==> src/rtl/digit_score_ctrl.sv <==
// Score/phase sequencer for the two-digit score generators; frame-synchronous display copy.
// Optional SCORE_WRAP_EN: 99 + point wraps to 00 instead of saturating at 99.
module digit_score_ctrl #(
    parameter int unsigned WIN_SCORE    = 10,
    parameter int unsigned BLINK_FRAMES = 15
) (
    input  logic       clk,
    input  logic       rst_n,
    input  logic       start,
    input  logic       point,
    input  logic       clear,
    input  logic       game_over,
    input  logic       frame_start,
    output logic [3:0] disp_tens,
    output logic [3:0] disp_ones,
    output logic [5:0] digit_colour,
    output logic [1:0] phase,
    output logic       score_max
);

    localparam int unsigned       CNT_W    = (BLINK_FRAMES > 1) ? $clog2(BLINK_FRAMES) : 1;
    localparam logic [CNT_W-1:0]  CNT_LAST = CNT_W'(BLINK_FRAMES - 1);

    localparam logic [5:0] COL_IDLE = 6'b111111;
    localparam logic [5:0] COL_PLAY = 6'b001100;
    localparam logic [5:0] COL_WIN  = 6'b111100;
    localparam logic [5:0] COL_OVER = 6'b110000;

    typedef enum logic [1:0] {
        IDLE = 2'b00,
        PLAY = 2'b01,
        WIN  = 2'b10,
        OVER = 2'b11
    } state_e;

    state_e           state_q, state_d;
    logic [3:0]       ones_q, ones_d, tens_q, tens_d;
    logic [3:0]       disp_ones_q, disp_ones_d, disp_tens_q, disp_tens_d;
    logic [CNT_W-1:0] blink_cnt_q, blink_cnt_d;
    logic             blink_on_q, blink_on_d;
    logic [5:0]       colour_q, colour_d;

    logic [3:0]       inc_ones, inc_tens;
    logic [3:0]       play_ones, play_tens;
    logic [6:0]       play_bin;
    logic             win_hit;

    // BCD +1; at 99 either hold or wrap depending on build option.
    always_comb begin
        inc_ones = ones_q;
        inc_tens = tens_q;
        if (ones_q == 4'd9) begin
            if (tens_q == 4'd9) begin
`ifdef SCORE_WRAP_EN
                inc_ones = '0;
                inc_tens = '0;
`else
                inc_ones = ones_q;
                inc_tens = tens_q;
`endif
            end else begin
                inc_ones = '0;
                inc_tens = tens_q + 4'd1;
            end
        end else begin
            inc_ones = ones_q + 4'd1;
        end
    end

    // Win check uses the post-increment score, in binary.
    always_comb begin
        play_ones = point ? inc_ones : ones_q;
        play_tens = point ? inc_tens : tens_q;
        play_bin  = {play_tens, 3'b000} + {2'b00, play_tens, 1'b0} + {3'b000, play_ones};
        win_hit   = (32'(play_bin) >= WIN_SCORE);
    end

    always_comb begin
        state_d     = state_q;
        ones_d      = ones_q;
        tens_d      = tens_q;
        disp_ones_d = disp_ones_q;
        disp_tens_d = disp_tens_q;
        if (clear) begin
            state_d     = IDLE;
            ones_d      = '0;
            tens_d      = '0;
            disp_ones_d = '0;
            disp_tens_d = '0;
        end else begin
            if (frame_start) begin
                disp_ones_d = ones_q;
                disp_tens_d = tens_q;
            end
            case (state_q)
                IDLE: if (start) state_d = PLAY;
                PLAY: begin
                    ones_d = play_ones;
                    tens_d = play_tens;
                    if (game_over)    state_d = OVER;
                    else if (win_hit) state_d = WIN;
                end
                default: state_d = state_q;
            endcase
        end
    end

    always_comb begin
        blink_cnt_d = blink_cnt_q;
        blink_on_d  = blink_on_q;
        if (state_d == WIN && state_q != WIN) begin
            blink_cnt_d = '0;
            blink_on_d  = 1'b1;
        end else if (state_q == WIN && frame_start) begin
            if (blink_cnt_q == CNT_LAST) begin
                blink_cnt_d = '0;
                blink_on_d  = ~blink_on_q;
            end else begin
                blink_cnt_d = blink_cnt_q + CNT_W'(1);
            end
        end
    end

    // Colour is derived from next-state so it lands on the same edge as phase.
    always_comb begin
        colour_d = COL_IDLE;
        case (state_d)
            IDLE:    colour_d = COL_IDLE;
            PLAY:    colour_d = COL_PLAY;
            WIN:     colour_d = blink_on_d ? COL_WIN : '0;
            OVER:    colour_d = COL_OVER;
            default: colour_d = COL_IDLE;
        endcase
    end

    always_ff @(posedge clk or negedge rst_n) begin
        if (!rst_n) begin
            state_q     <= IDLE;
            ones_q      <= '0;
            tens_q      <= '0;
            disp_ones_q <= '0;
            disp_tens_q <= '0;
            blink_cnt_q <= '0;
            blink_on_q  <= 1'b1;
            colour_q    <= COL_IDLE;
        end else begin
            state_q     <= state_d;
            ones_q      <= ones_d;
            tens_q      <= tens_d;
            disp_ones_q <= disp_ones_d;
            disp_tens_q <= disp_tens_d;
            blink_cnt_q <= blink_cnt_d;
            blink_on_q  <= blink_on_d;
            colour_q    <= colour_d;
        end
    end

    assign disp_tens    = disp_tens_q;
    assign disp_ones    = disp_ones_q;
    assign digit_colour = colour_q;
    assign phase        = state_q;
    assign score_max    = (tens_q == 4'd9) && (ones_q == 4'd9);

endmodule

==> config.mk <==
export PLATFORM = sky130hd
export DESIGN_NAME = digit_score_ctrl
export DESIGN_NICKNAME = d
export VERILOG_FILES = /design/src/rtl/digit_score_ctrl.sv
export SDC_FILE = /design/constraint.sdc
export NUM_CORES = 1
export LEC_CHECK = 0
export BUFFER_PORTS_ARGS = -buffer_cell sky130_fd_sc_hd__buf_4
export CAP_MARGIN = 20
export CORE_UTILIZATION = 56
export CTS_CLUSTER_DIAMETER = 120
export DETAILED_ROUTE_END_ITERATION = 6
export MAX_ROUTING_LAYER = met4
export PLACE_DENSITY = 0.87
export SYNTH_ARGS = -nofsm -noshare
export SYNTH_HDL_FRONTEND = slang
export SYNTH_SLANG_ARGS = --single-unit
export TNS_END_PERCENT = 30
==> constraint.sdc <==
create_clock -name clk -period 4.43 [get_ports clk]
set_input_delay 0.443 -clock clk [delete_from_list [all_inputs] [get_ports clk]]
set_output_delay 0.443 -clock clk [all_outputs]
set_load 0.005 [all_outputs]
==> results.tsv <==
stage	metric	value	unit
cts	CTS root buf	clkbuf_4	
synthesis	Synth Warn #	0	
setup_path	Required @ worst endpoint	4660	ps
drt	vias per inst	5.88	
synthesis	post-synth top area cell	dfrtp_1	
cts	clock-pin slew on the worst setup and hold paths	140	ps
global_routing	largest net degree at the start of global routing	27	
synthesis	post-synthesis adder-cell area fraction	12.4	%
synthesis	xor/xnor share of the synthesized area	5.15	%
layout	diodes inserted	0	
floorplanning	Core Area	2760	µm²
placement	HPWL Detailed	2280	µm
synthesis	Async SR Flop Fraction	100	%
sta	hold_ws	254	ps
synthesis	Distinct cells, synth	38	
synthesis	Post-synth EDFFs	0	
global_routing	initial antenna violation count	0	
floorplanning	Die Wd	55.9	µm
layout	share of post-route cells with drive strength above 1	18.5	%
power_and_ir_drop	Pleak	0.935	nW
placement	routability cong.	0.858	
drt	drt pass-1 iters	4	
cts	CTS Sinks	26	
setup_path	RR Endpoint	phase[1]$_DFF_PN0_	
setup_path	CP Launch Type	flip-flop	
sta	RSZ-0062 raised after global routing	no	
synthesis	Seq/Total Area, Yosys	40.2	%
setup_path	Worst Setup End Kind	flip-flop	
sta	fin. max-slew vios	0	
synthesis	post-synthesis register bit count	26	
global_routing	gr ovfl total	0	
floorplanning	FP Rows	19	
synthesis	simple-gate share of the synthesized area	16.4	%
synthesis	Cells after Synth	171	
setup_path	Worst Reg2Reg Path Length in Cells	12	
worst_hold_path	hold path startpoint	start	
global_routing	global-route wire length before repair	5530	µm
cts	cts hold-fix bufs	0	
floorplanning	I/O Pins	24	
global_routing	vias in the first global route	1288	
synthesis	Mean Syn Cell Area	9.53	µm²
cts	Clock Latency Late Sink	320	ps
synthesis	Top FF cell, synth	dfrtp_1	
worst_hold_path	kind of path behind the tightest hold check	input port to flip-flop	
cts	H-tree levels	1	
drt	Residual DRC	0	
drt	DRT antenna net count	0	
cts	TritonCTS Buffers	3	
floorplanning	total die area	3130	µm²
layout	area grow syn2layout	12.3	%
drt	WL final	3130	µm
sta	final clock skew	7.48	ps
sta	# setup viols final	0	
sta	worst rel slew slack	52.1	%
cts	post-CTS sizing	0	
sta	TNS Setup	0	ps
sta	Final min period	3850	ps
power_and_ir_drop	Pint	352	µW
floorplanning	Initial Utilization	59.1	%
drt	Vias	1294	
drt	wire per inst	14.2	µm
synthesis	combinational family with the most area after synthesis	simple AND/OR/NAND/NOR gates	
layout	final layout net count	212	
synthesis	post-synth top area share	33.8	%
drt	starting DRC count in detailed routing	44	
synthesis	Synth Area in Compound Gates	14.7	%
run	Max-cap violations	0	
cts	clock tree from TritonCTS	yes	
setup_path	crit path launch	ones_q[1]$_DFFE_PN0P_	
synthesis	Cell Area, Synth	1630	µm²
power_and_ir_drop	power per cell area	268	nW/µm²
sta	fmax	260	MHz
placement	Port Buf Inserts	23	
status	status	finished, final reports clean	
floorplanning	die height	55.9	µm
global_routing	GRT Total Usage	23.0	%
setup_path	kind of critical path	flip-flop to flip-flop	
layout	FILL cells	195	
worst_hold_path	Worst Hold Endpoint	digit_colour[1]$_DFF_PN1_	
setup_path	R2R Path Start	ones_q[1]$_DFFE_PN0P_	
power_and_ir_drop	Clk pwr share	24.3	%
setup_path	CP Max Fanout	8	
power_and_ir_drop	combinational share of power	18.2	%
power_and_ir_drop	NetSw	138	µW
synthesis	Synthesized Nets	193	
setup_path	Reg2Reg Setup Slack	580	ps
setup_path	crit path DAT	4070	ps
sta	final-report hold violation count	0	
power_and_ir_drop	worst vdd ir	239	µV
power_and_ir_drop	sw frac	28.2	%
cts	Post-CTS Setup Bufs	0	
cts	worst-case clock buffer depth	2	
synthesis	post-synthesis mux area share	5.61	%
worst_hold_path	Hold Path Stages	2	
power_and_ir_drop	sequential share of power	57.5	%
synthesis	Synth area leaders	dfrtp_1 (34%), ha_1 (10%), dfstp_2 (6.5%), mux2i_1 (4.9%), a21oi_1 (4.6%)	
sta	post-route clock period utilization	86.9	%
sta	Slew @ Worst Pin	713	ps
cell usage in the layout, fill, tap and decap left out, types with 2 or more instances in the layout:
cell type and instances:
xor2_1 3, nand3b_1 4, o31ai_1 2, xnor2_1 4, ha_1 13, or3_1 2
nand2b_1 2, dfstp_2 4, dfrtp_1 22, buf_4 23, clkbuf_4 3, inv_1 8
o21ai_0 10, a21o_1 3, a21oi_1 15, nand3_1 2, a22oi_1 2, fa_1 2
nand2_1 20, nor2_1 17, nor2b_1 2, nor3_1 3, mux2i_1 8
power by group through the flow:
stage	Sequential (mW)	Combinational, mW	Clock (mW)
final	0.282	0.0892	0.119
after global routing	0.287	0.103	0.130
after floorplan	0.280	0.0627	0
after CTS	0.282	0.0892	0.122
after global placement	0.284	0.0847	0
after detailed placement	0.286	0.0886	0
cells by family (layout without fill, tap and decap cells):
family                   count (synthesis)  after routing
multiplexers                             9              9
AND/OR/NAND/NOR                         56             56
adder cells (fa/ha/maj)                 15             15
buffers and inverters                   18             36
flip-flops                              26             26
AO/OA/AOI/OAI                           39             39
XOR/XNOR                                 8              8
metrics by stage:
| step | cell area, µm² | setup slack, ps | power (mW) | instances | util [%] |
|---|---|---|---|---|---|
| floorplan | 1630 | 856 | 0.342 | 171 | - |
| global placement | 1780 | 756 | 0.369 | 215 | 64.7 |
| detailed placement | 1780 | 615 | 0.375 | 215 | 64.7 |
| CTS | 1820 | 587 | 0.493 | 219 | 66.0 |
| global route | 1830 | 432 | 0.519 | 220 | 66.3 |
| finish | 1830 | 582 | 0.490 | 220 | 66.3 |
synthesized netlist by cell type (3+ instances only):
cell and instances:
xnor2_1 4, a21o_1 3, dfrtp_1 22, nor3_1 3
nor2_1 17, o21ai_0 10, inv_1 8, buf_4 3
a21oi_1 15, clkbuf_1 5, ha_1 13, dfstp_2 4
mux2i_1 8, xor2_1 3, nand2_1 20, nand3b_1 4
per-layer routing:
layer	routed length (µm)	track usage [%]
met5	0	-
met4	53	8.71
met3	99	3.02
met2	1540	39.9
met1	1440	27.5
cell type report:
class	instances	area [µm²]	share of cell area, %
clock buffer	4	36.3	1.98
inverter	8	30.0	1.64
multi-input combinational	127	886	48.4
sequential	26	656	35.8
tap	31	38.8	2.12
timing repair buffer	24	183	9.99
sequential cells by signal, indices dropped and copies added, names as in the netlist:
register,flops
disp_ones,4
disp_tens,4
phase,2
digit_colour,3
tens_q,4
blink_cnt_q,4
ones_q,4
blink_on_q,1
worst max-delay path by stage:
stage / endpoint
3_5_place_dp: phase[1]$_DFF_PN0_
6_report: phase[1]$_DFF_PN0_
4_1_cts: phase[1]$_DFF_PN0_
3_3_place_gp: phase[1]$_DFF_PN0_
2_1_floorplan: phase[1]$_DFF_PN0_
5_1_grt: phase[1]$_DFF_PN0_
critical path: stages, from the launching register on:
cell,delay (ps)
dfrtp_1,460
inv_1,70
ha_1,210
and4b_1,220
nand2_1,90
mux2_2,370
fa_1,530
fa_1,490
a21o_1,200
a21oi_1,160
xnor3_1,220
or3_1,450
o31a_1,290
Power figures use the tool's default switching activity.
